File: src/rtl/chimera_cluster_pwr_seq.sv
// Per-cluster power sequencer: isolates, resets, and clock-gates each external cluster on request,
// then reverses the order on wake-up. Every cluster runs its own independent FSM.
module chimera_cluster_pwr_seq #(
  parameter int unsigned NumClusters = 5,
  parameter int unsigned RstCycles   = 4,
  parameter int unsigned IsoTimeout  = 256
) (
  input  logic                     clk_i,
  input  logic                     rst_i,
  input  logic [NumClusters-1:0]   pwr_req_i,
  input  logic [NumClusters-1:0]   isolated_i,
  input  logic                     err_clr_i,
  output logic [NumClusters-1:0]   isolate_o,
  output logic [NumClusters-1:0]   clk_en_o,
  output logic [NumClusters-1:0]   cluster_rst_o,
  output logic [NumClusters-1:0]   busy_o,
  output logic [3*NumClusters-1:0] pwr_state_o,
  output logic [NumClusters-1:0]   err_o
);

  localparam int unsigned CntMax = (RstCycles > IsoTimeout) ? RstCycles : IsoTimeout;
  localparam int unsigned CntW   = (CntMax > 2) ? $clog2(CntMax) : 1;

  localparam logic [CntW-1:0] RstLast = CntW'(RstCycles - 1);
  localparam logic [CntW-1:0] IsoLast = CntW'(IsoTimeout - 1);

  typedef enum logic [2:0] {
    StOn       = 3'd0,
    StIso      = 3'd1,
    StRstEnter = 3'd2,
    StOff      = 3'd3,
    StWake     = 3'd4,
    StDeiso    = 3'd5
  } state_e;

  state_e          state_q [NumClusters];
  state_e          state_d [NumClusters];
  logic [CntW-1:0] cnt_q   [NumClusters];
  logic [CntW-1:0] cnt_d   [NumClusters];

  logic [NumClusters-1:0] err_q, err_d, err_set;
  logic [NumClusters-1:0] iso_q, iso_d;
  logic [NumClusters-1:0] clk_en_q, clk_en_d;
  logic [NumClusters-1:0] crst_q, crst_d;
  logic [NumClusters-1:0] busy_q, busy_d;

  // Output pattern per state: {isolate, clk_en, cluster_rst, busy}.
  function automatic logic [3:0] decode(input state_e s);
    logic [3:0] o;
    case (s)
      StOn:       o = 4'b0100;
      StIso:      o = 4'b1101;
      StRstEnter: o = 4'b1111;
      StOff:      o = 4'b1010;
      StWake:     o = 4'b1111;
      StDeiso:    o = 4'b0101;
      default:    o = 4'b0100;
    endcase
    return o;
  endfunction

  always_comb begin
    err_set = '0;
    for (int c = 0; c < NumClusters; c++) begin
      state_d[c] = state_q[c];
      cnt_d[c]   = cnt_q[c];
      case (state_q[c])
        StOn: begin
          if (!pwr_req_i[c]) begin
            state_d[c] = StIso;
            cnt_d[c]   = '0;
          end
        end
        StIso: begin
          if (isolated_i[c]) begin
            state_d[c] = StRstEnter;
            cnt_d[c]   = '0;
          end else if (cnt_q[c] == IsoLast) begin
            // Ack never arrived: release isolation and flag it.
            state_d[c] = StDeiso;
            cnt_d[c]   = '0;
            err_set[c] = 1'b1;
          end else begin
            cnt_d[c] = cnt_q[c] + CntW'(1);
          end
        end
        StRstEnter: begin
          if (cnt_q[c] == RstLast) begin
            state_d[c] = StOff;
            cnt_d[c]   = '0;
          end else begin
            cnt_d[c] = cnt_q[c] + CntW'(1);
          end
        end
        StOff: begin
          if (pwr_req_i[c]) begin
            state_d[c] = StWake;
            cnt_d[c]   = '0;
          end
        end
        StWake: begin
          if (cnt_q[c] == RstLast) begin
            state_d[c] = StDeiso;
            cnt_d[c]   = '0;
          end else begin
            cnt_d[c] = cnt_q[c] + CntW'(1);
          end
        end
        StDeiso: begin
          if (!isolated_i[c]) begin
            state_d[c] = StOn;
            cnt_d[c]   = '0;
          end
        end
        default: begin
          state_d[c] = StOn;
          cnt_d[c]   = '0;
        end
      endcase
    end
  end

  // Set wins over a same-cycle clear.
  always_comb begin
    err_d = (err_q & ~{NumClusters{err_clr_i}}) | err_set;
  end

  // Outputs are decoded from the next state so they change together with the state register.
  always_comb begin
    iso_d    = '0;
    clk_en_d = '0;
    crst_d   = '0;
    busy_d   = '0;
    for (int c = 0; c < NumClusters; c++) begin
      {iso_d[c], clk_en_d[c], crst_d[c], busy_d[c]} = decode(state_d[c]);
    end
  end

  always_ff @(posedge clk_i) begin
    if (rst_i) begin
      for (int c = 0; c < NumClusters; c++) begin
        state_q[c] <= StOn;
        cnt_q[c]   <= '0;
      end
      err_q    <= '0;
      iso_q    <= '0;
      clk_en_q <= '1;
      crst_q   <= '0;
      busy_q   <= '0;
    end else begin
      for (int c = 0; c < NumClusters; c++) begin
        state_q[c] <= state_d[c];
        cnt_q[c]   <= cnt_d[c];
      end
      err_q    <= err_d;
      iso_q    <= iso_d;
      clk_en_q <= clk_en_d;
      crst_q   <= crst_d;
      busy_q   <= busy_d;
    end
  end

  always_comb begin
    pwr_state_o = '0;
    for (int c = 0; c < NumClusters; c++) begin
      pwr_state_o[3*c +: 3] = state_q[c];
    end
  end

  assign isolate_o     = iso_q;
  assign clk_en_o      = clk_en_q;
  assign cluster_rst_o = crst_q;
  assign busy_o        = busy_q;
  assign err_o         = err_q;

endmodule

File: config.mk
export PLATFORM = sky130hd
export DESIGN_NAME = chimera_cluster_pwr_seq
export DESIGN_NICKNAME = d
export VERILOG_FILES = /design/src/rtl/chimera_cluster_pwr_seq.sv
export SDC_FILE = /design/constraint.sdc
export NUM_CORES = 1
export LEC_CHECK = 0
export CAP_MARGIN = 5
export CORE_MARGIN = 4
export CORE_UTILIZATION = 25
export DETAILED_ROUTE_END_ITERATION = 8
export MAX_ROUTING_LAYER = met4
export PLACE_DENSITY_LB_ADDON = 0.1
export SYNTH_ARGS = -nofsm -noshare
export SYNTH_HDL_FRONTEND = slang
export SYNTH_SLANG_ARGS = --single-unit
File: constraint.sdc
create_clock -name clk_i -period 3.85 [get_ports clk_i]
set_clock_uncertainty 0.05 [all_clocks]
set_input_delay 0.77 -clock clk_i [delete_from_list [all_inputs] [get_ports clk_i]]
set_output_delay 0.77 -clock clk_i [all_outputs]
set_load 0.005 [all_outputs]
### After elaboration in Yosys (flattened, before gate mapping)

Memory sizes are Yosys's and may differ from the RTL's.
Cells that the tools add are included.

| word-level totals | value |
|---|---|
| register bits | 25 |
| bits in latches | 0 |
| bits in writable memories | 55 |
| memory bits (read-only) | 0 |
| output and inout bits | 40 |
| memories | 2 |

| operators by class | value |
|---|---|
| add/sub/neg operators | 5 |
| multiply operators | 0 |
| divide/modulo/power cells | 0 |
| $lt $le $gt $ge | 0 |
| eq/ne operators | 60 |
| shift operators | 0 |
| multiplexer cells | 108 |
| bitwise gates (word level) | 13 |
| reduce and logical (&&, ||, !) cells | 15 |

Memories:

| memory | depth | bits a word | rd ports | clocked after memory_dff | wr ports | line | text |
|---|---|---|---|---|---|---|---|
| cnt_q | 5 | 8 | 5 | 0 | 5 | 38 | `logic [CntW-1:0] cnt_q [NumClusters];` |
| state_q | 5 | 3 | 5 | 0 | 5 | 36 | `state_e state_q [NumClusters];` |

Operators with widths:

| operator | number |
|---|---|
| $mux 8 | 35 |
| $pmux 8 s5 | 5 |
| $mux 3 | 40 |
| $pmux 3 s6 | 5 |
| $pmux 4 s4 | 5 |
| $eq 3x2->1 const B | 20 |
| $eq 3x3->1 const B | 20 |
| $add 8x1->8 const B | 5 |
| $eq 8x2->1 const B | 5 |
| $eq 8x8->1 const B | 5 |
| $eq 3x1->1 const B | 10 |
| $reduce_or 2->1 | 10 |
| $mux 1 | 18 |
| $logic_not 3->1 | 5 |
| $or 1x1->1 | 10 |
| $and 5x5->5 | 1 |
| $not 5->5 | 1 |
| $or 5x5->5 | 1 |

### Depth between registers and ports, before layout

Gate-level depths: netlist (run 1).

| depth | value |
|---|---|
| depth in word-level cells | 7 |
| gate-level depth with buffers | 7 |
| depth with buffers taken out | 6 |

### Least setup slack after synthesis (run 1)

OpenSTA, ideal clock, no wires.

| timing path | value |
|---|---|
| path type | input port to flip-flop |
| start | input port pwr_req_i[4] |
| end | memory cnt_q[0][38] (netlist name) |
| library setup time | 114 ps |
| arrival time | 1821 ps |
| data required time | 3686 ps |
| path slack | 1864 ps |
| stages on the path | 6 |
| path buffers | 1 |
| cells stage by stage | or4bb_1 > and3_1 > buf_4 > nand4_1 > xor2_1 > nor2_1 |

RTL lines:

| element | line | text |
|---|---|---|
| start, declared | 10 | `input logic [NumClusters-1:0] pwr_req_i,` |
| end, declared | 38 |  |

==> results of run 1 <==
-- power breakdown --
group | switching, uW | total, uW | internal (uW)
sequential | 42.1 | 905 | 863
clock | 343 | 925 | 582
combinational | 136 | 270 | 134
-- state kept, by name (all words and copies together) (netlist names) --
signal / count
busy_o: 5
isolate_o: 5
cnt_q: 40
err_o: 5
state_q: 15
cluster_rst_o: 5
clk_en_o: 5
-- cell families after synthesis --
family | count (synthesis) | share of synthesized area [%]
AO/OA/AOI/OAI | 95 | 16.0
buffers and inverters | 33 | 4.00
AND/OR/NAND/NOR | 245 | 33.0
XOR/XNOR | 26 | 5.47
multiplexers | 6 | 1.50
adder cells (fa/ha/maj) | 5 | 1.50
flip-flops | 80 | 38.5
-- layout by cell type (no fill, tap or decap), types with 3 or more instances in the layout --
cell,n
sky130_fd_sc_hd__nand4_1,9
sky130_fd_sc_hd__a21o_1,5
sky130_fd_sc_hd__clkbuf_16,9
sky130_fd_sc_hd__nand4b_1,3
sky130_fd_sc_hd__nand3_1,29
sky130_fd_sc_hd__a31oi_1,13
sky130_fd_sc_hd__dfxtp_1,80
sky130_fd_sc_hd__a211oi_1,9
sky130_fd_sc_hd__a22oi_1,5
sky130_fd_sc_hd__and4_1,4
sky130_fd_sc_hd__nor2_1,51
sky130_fd_sc_hd__nor3b_1,3
sky130_fd_sc_hd__o21ai_0,4
sky130_fd_sc_hd__xor2_1,14
sky130_fd_sc_hd__or3_1,3
sky130_fd_sc_hd__nand2b_1,9
sky130_fd_sc_hd__a211o_1,4
sky130_fd_sc_hd__ha_1,5
sky130_fd_sc_hd__xnor2_1,12
sky130_fd_sc_hd__a21oi_1,25
sky130_fd_sc_hd__and2_1,5
sky130_fd_sc_hd__clkdlybuf4s50_1,51
sky130_fd_sc_hd__nor4b_1,9
sky130_fd_sc_hd__o211ai_1,5
sky130_fd_sc_hd__inv_1,9
sky130_fd_sc_hd__nor2b_1,9
sky130_fd_sc_hd__and3_1,11
sky130_fd_sc_hd__mux2i_1,4
sky130_fd_sc_hd__nor4_1,3
sky130_fd_sc_hd__o21bai_1,3
sky130_fd_sc_hd__nand2_1,51
sky130_fd_sc_hd__a311oi_1,4
sky130_fd_sc_hd__and4b_1,3
sky130_fd_sc_hd__nor3_1,21
-- path summary, 6_finish.rpt --
path | from | end | slack (ns) | cells after the start
worst max-delay path | state_q[0][10] | pwr_state_o[10] | 1.51 | 1
worst min-delay path | err_o[0] | err_o[0] | 0.43 | 2
worst max register to register | cnt_q[0][0] | cnt_q[0][1] | 1.79 | 6
worst min register to register | err_o[0] | err_o[0] | 0.43 | 2
-- per-layer routing --
layer | vias up | routed length (um) | share of wire (%) | GRT usage (%)
met1 | 1705 | 4860 | 49 | 14.8
met5 | - | 0 | 0 | -
met4 | 0 | 180 | 1.8 | 4.66
met2 | 53 | 4560 | 46 | 16.6
met3 | 12 | 391 | 3.9 | 2.50
li1 | 1873 | - | - | -
-- final cells by class --
class | instances | area share (%)
Multi-Input combinational cell | 377 | 46.5
Sequential cell | 80 | 31.1
Timing Repair Buffer | 54 | 10.3
Tap cell | 216 | 5.25
Clock buffer | 10 | 4.64
Clock inverter | 5 | 1.58
Inverter | 9 | 0.656
-- stage by stage --
stage          hold WS [ns]  area, sq um  std cells  util, %  setup slack, ns
2_1_floorplan         0.403         4160        490        -             1.86
3_3_place_gp          0.414         4830        736     30.0             1.17
3_5_place_dp          0.420         4830        736     30.0             1.18
4_1_cts               0.438         5150        751     32.0             1.48
5_1_grt               0.452         5150        751     32.0             1.39
6_report              0.434         5150        751     32.0             1.51
==> reports/qor.txt, run 1 <==
=========================================================================================
Status ..................................................................... complete, no violations
Sequential cell area fraction in the yosys report ..........................        38.5%
Number of buffers inserted for hold repair after clock tree synthesis ......            0
Period utilization .........................................................        60.9%
Cell family with most CP delay .............................................   flip-flops
Number of antenna violations at the first check in global routing ..........            0
Top cell types by occurrence after synthesis ............................... 80 x sky130_fd_sc_hd__dfxtp_1, 51 x sky130_fd_sc_hd__nand2_1, 51 x sky130_fd_sc_hd__nor2_1
Areal power density over the cells .........................................  408 mW/mm^2
Max Buffers Root-to-Sink ...................................................            2
Overall track demand over capacity in global routing .......................        11.2%
Final setup TNS ............................................................         0 ns
Number of gates resized after CTS ..........................................            0
Cell at the root of the clock tree ......................................... sky130_fd_sc_hd__clkbuf_16
Antenna Violating Nets Remaining ...........................................            0
DR vias ....................................................................        3,643
Netlist Area Pre-Place ..................................................... 0.00416 sq mm
Synth Warn # ...............................................................            0
Post-synth EDFFs ...........................................................            0
Die height .................................................................       137 um
Pin count of the biggest net entering global routing .......................           28
Initial Utilization ........................................................        25.8%
Via count of the first global-routing pass .................................        3,312
Most used flip-flop cell after synthesis ................................... sky130_fd_sc_hd__dfxtp_1
Max-capacitance violation count ............................................            0
Nets .......................................................................          549
Placeable core region ...................................................... 0.0161 sq mm
Wire length of the first global-routing pass ...............................    16,600 um
CP endpoint kind ...........................................................  output port
Count of different cell masters after synthesis ............................           66
Leading cell types by total area after synthesis ........................... sky130_fd_sc_hd__dfxtp_1 38%, sky130_fd_sc_hd__nand2_1 4.6%, sky130_fd_sc_hd__nor2_1 4.6%, sky130_fd_sc_hd__nand3_1 3.5%, sky130_fd_sc_hd__a21oi_1 3.0%
CP arrival .................................................................      1.52 ns
Routed via count divided by cell count .....................................         4.85
Syn_nets ...................................................................          508
Number of clock buffers inserted by TritonCTS ..............................            9
Clock transition at the registers of the reported paths ....................      0.06 ns
Routed Wire Length .........................................................      9990 um
DR DRC count ...............................................................            0
Crit path max-delay cell type .............................................. sky130_fd_sc_hd__dfxtp_1
Initial DRC Count ..........................................................          193
Avg Inst Size Synth ........................................................   8.50 sq um
Unrepaired setup endpoints after global routing ............................           no
Clock Latency Late Sink ....................................................      0.34 ns
H-tree Lvls ................................................................            3
CTS tree ...................................................................         done
Slew headroom ..............................................................        60.4%
Total area of sequential cells ............................................. 0.00160 sq mm
Max rail drop VDD ..........................................................   0.000188 V
Top cell type's share of synthesized area ..................................        38.5%
Clock Sinks ................................................................           80
Post-CTS setup buffer count ................................................            0
Overall die area ........................................................... 0.0188 sq mm
Maximum frequency from static timing analysis ..............................      427 MHz
Number of hold violations in the final report ..............................            0
Proportion of register bits with asynchronous set or reset after synthesis .           0%
Die Span X .................................................................       137 um
Number of core rows ........................................................           46
Kind of start point of the critical path ...................................    flip-flop
Number of filler cells placed in the layout ................................        1,698
Fraction of layout instances using a drive strength above 1 ................        7.10%
Min Tclk post-route ........................................................      2.34 ns
Crit path required time ....................................................      3.03 ns
Final routed wire length divided by cell count .............................      13.3 um
Slowest Stage Delay on Critical Path .......................................      0.60 ns
Half-perimeter wire length after placement .................................      7100 um
Final setup violation count ................................................            0
Multi-input gate area ...................................................... 0.00240 sq mm
First drt pass iteration count .............................................            4
N_diodes ...................................................................            0
Max-slew violation count ...................................................            0
Synth-to-Final Area Change .................................................        23.7%
Number of primary I/O pins .................................................           53
Final Wtd Congestion .......................................................        0.761
Worst min-delay path category ..............................................      reg2reg
Critical path buffers and inverters ........................................            1
Series of cell instances along the critical path ........................... clkdlybuf4s50_1
Total congestion overflow ..................................................            0
Register bit total from synthesis ..........................................           80
Library cell with the highest instance count after synthesis ............... sky130_fd_sc_hd__dfxtp_1
Total Power Consumption ....................................................      2100 uW
Cells after synthesis ......................................................          490
Library cell occupying the most area in the post-synthesis netlist ......... sky130_fd_sc_hd__dfxtp_1
Pleak ......................................................................   0.00179 uW
CP Max Fanout ..............................................................           11
Count of port buffers added during placement ...............................           52
Transition time at the pin with the least slew margin ......................     0.591 ns
Kind of critical path ......................................................      reg2out
=========================================================================================
No activity file was read; power rests on OpenSTA's default activity.
==> inputs of run 2 (changes only) <==
Clock period 3.85 ns to 2.2 ns, I/O delays scaled along.
==> run 2 against run 1 <==
  * First-iteration DRC count grew 12%
  * Utilization grew 1.7 points
  * Sequential share of layout area shrank 1.6 points
  * Total power grew 72%
  * Count of clock-buffer cells in the layout grew 2
  * Worst setup slack lost 1.3 ns
  * Largest power group is now registers
  * Final area grew 5.4%
  * Critical path depth is the same
  * Register-to-register slack lost 1.6 ns
  * Via count grew 3.3%
  * Flip-flop and latch count is the same
==> reports/qor.txt, run 2 (synthesized netlist as in run 1, its figures left out) <==
====================================================================================
Initial Utilization ...................................................        25.8%   unchanged
Final setup TNS .......................................................         0 ns   unchanged
Kind of start point of the critical path ..............................    flip-flop
Die height ............................................................       137 um   unchanged
Slowest Stage Delay on Critical Path ..................................      0.60 ns   about the same
Flip-flop count of the largest register, all copies and words added ...           40   unchanged
Total congestion overflow .............................................            0   unchanged
Antenna Violating Nets Remaining ......................................            0   unchanged
Number of core rows ...................................................           46   unchanged
Final Wtd Congestion ..................................................        0.809   +6.3%
Crit path required time ...............................................      1.71 ns   -1.32 ns
Initial DRC Count .....................................................          216   +12%
CTS tree ..............................................................         done
Status ................................................................ complete, no violations
H-tree Lvls ...........................................................            3   unchanged
Fraction of layout instances using a drive strength above 1 ...........        13.2%   +6.1 points
Pleak .................................................................   0.00197 uW   +10%
Die Span X ............................................................       137 um   unchanged
Worst setup path start ................................................ state_q[0][10]
DR vias ...............................................................        3,765   +3.3%
Half-perimeter wire length after placement ............................      7490 um   +5.4%
Cell-internal power ...................................................      2710 uW   +72%
Clock transition at the registers of the reported paths ...............      0.06 ns   about the same
Clock Sinks ...........................................................           80   unchanged
CP endpoint kind ......................................................  output port
Final routed wire length divided by cell count ........................      13.0 um   -2.1%
Share of power burned in the clock network ............................        41.1%   -2.9 points
Min Tclk post-route ...................................................      2.02 ns
Max-slew violation count ..............................................            0   unchanged
Maximum frequency from static timing analysis .........................      495 MHz
Number of buffers inserted for hold repair after clock tree synthesis .            0   unchanged
Max rail drop VDD .....................................................   0.000368 V   +96%
Pre-CTS WS ............................................................   -0.0373 ns   -1.21 ns
Routed Wire Length ....................................................    10,300 um   +3.2%
Wire length of the first global-routing pass ..........................    17,300 um   +4.2%
Pin count of the biggest net entering global routing ..................           34   +21%
Number of hold violations in the final report .........................            0   unchanged
CP arrival ............................................................      1.53 ns   about the same
Routed via count divided by cell count ................................         4.76   -1.9%
Synth-to-Final Area Change ............................................        30.4%
Critical path buffers and inverters ...................................            1   unchanged
Overall die area ...................................................... 0.0188 sq mm   unchanged
Power spent charging and discharging nets .............................       908 uW   +74%
Period utilization ....................................................        91.8%
Number of antenna violations at the first check in global routing .....            0   unchanged
Clock Latency Late Sink ...............................................      0.34 ns   about the same
Commonest non-fill, non-tap cell in the layout ........................ sky130_fd_sc_hd__dfxtp_1
Total Power Consumption ...............................................      3620 uW   +72%
Via count of the first global-routing pass ............................        3,535   +6.7%
Worst flop-to-flop path startpoint .................................... cnt_q[0][16]
Switching part of the total ...........................................        25.1%   +0.26 points
Crit path max-delay cell type ......................................... sky130_fd_sc_hd__dfxtp_1
Cell at the root of the clock tree .................................... sky130_fd_sc_hd__clkbuf_16
DR DRC count ..........................................................            0   unchanged
Slew headroom .........................................................        51.6%   -8.8 points
Comb pwr share ........................................................        15.2%   +2.3 points
Startpoint of the most critical hold path .............................     err_o[3]
Worst min-delay path category .........................................      reg2reg
Final setup violation count ...........................................            0   unchanged
Cell family with most CP delay ........................................   flip-flops
Placeable core region ................................................. 0.0161 sq mm   unchanged
Post-DP Area .......................................................... 0.00513 sq mm   +6.2%
CP Max Fanout .........................................................           11   unchanged
Overall track demand over capacity in global routing ..................        11.8%   +0.53 points
Min Hold Slack ........................................................     0.418 ns   -0.0165 ns
Max-capacitance violation count .......................................            0   unchanged
Series of cell instances along the critical path ...................... clkdlybuf4s50_1
Worst Setup Slack, final ..............................................     0.181 ns   -1.32 ns
N_diodes ..............................................................            0   unchanged
Transition time at the pin with the least slew margin .................     0.727 ns   +0.136 ns
Kind of critical path .................................................      reg2out
Regs by FF count ...................................................... cnt_q (40), state_q (15)
Nets ..................................................................          589   +7.3%
Biggest register ......................................................        cnt_q
Sequential share of power .............................................        43.7%   +0.6 points
Commonest cells after routing, fill and taps aside .................... 80 x sky130_fd_sc_hd__dfxtp_1, 51 x sky130_fd_sc_hd__nand2_1, 51 x sky130_fd_sc_hd__nor2_1, 51 x sky130_fd_sc_hd__clkdlybuf4s50_1, 42 x sky130_fd_sc_hd__buf_4
First drt pass iteration count ........................................            4   unchanged
Number of primary I/O pins ............................................           53   unchanged
Max Buffers Root-to-Sink ..............................................            2   unchanged
Unrepaired setup endpoints after global routing .......................           no
Post-CTS setup buffer count ...........................................            0   unchanged
Count of port buffers added during placement ..........................           52   unchanged
Areal power density over the cells ....................................  667 mW/mm^2   +64%
Finished Cell Area .................................................... 0.00543 sq mm   +5.4%
Number of clock buffers inserted by TritonCTS .........................            9   unchanged
====================================================================================
==> run 2: cell count changes in the layout (fill, tap and decap cells not counted) <==
cell and delta:
sky130_fd_sc_hd__buf_4 +40, sky130_fd_sc_hd__bufinv_16 -1, sky130_fd_sc_hd__clkbuf_1 +2, sky130_fd_sc_hd__clkinv_4 -1, sky130_fd_sc_hd__nor4b_2 -1, sky130_fd_sc_hd__nor4b_4 +1
==> run 2: layout make-up <==
class	instances	area, sq um
sequential	80	1600
clock inverter	3	42.5
inverter	9	33.8
tap	216	270
clock buffer	12	246
timing repair buffer	94	831
fill	1704	10700
multi-input combinational	377	2400
==> run 2: power by group through the flow <==
stage / Clock, uW / Sequential (uW) / Combinational (uW)
2_1_floorplan: 0 / 1580 / 322
3_3_place_gp: 0 / 1610 / 559
3_5_place_dp: 0 / 1610 / 558
4_1_cts: 1550 / 1580 / 561
5_1_grt: 1610 / 1590 / 613
6_report: 1490 / 1580 / 551
==> run 2: repair_timing <==
action / 4_1_cts / 5_1_grt
hold endpoints to repair: 0 / 0
resized for setup: 0 / 1
setup endpoints to repair: 0 / 1
==> run 2: final timing paths <==
check                                         to  slack [ns]  depth (start not counted)
worst max-delay path             pwr_state_o[10]        0.18                          1
worst min-delay path                    err_o[3]        0.42                          2
worst max register to register  cluster_rst_o[2]        0.21                          7
worst min register to register          err_o[3]        0.42                          2
==> run 2: layer usage <==
| metal | routed length, um | share of wire (%) | global-route usage [%] |
|---|---|---|---|
| met1 | 5070 | 49 | 15.1 |
| met2 | 4710 | 46 | 18.0 |
| met3 | 326 | 3.2 | 2.21 |
| met4 | 203 | 2.0 | 5.32 |
| met5 | 0 | 0 | - |
==> run 2: metrics by stage <==
stage                     instances  util (%)
after floorplan                 490         -
after global placement          776      31.8
after detailed placement        776      31.8
after CTS                       791      33.6
after global routing            791      33.7
final                           791      33.7
==> inputs of run 3 (changes only) <==
Settings changed: CTS_CLUSTER_DIAMETER set to 60.
==> results of run 3 <==
The final DEF is identical to that of run 2; final timing and power are the same.
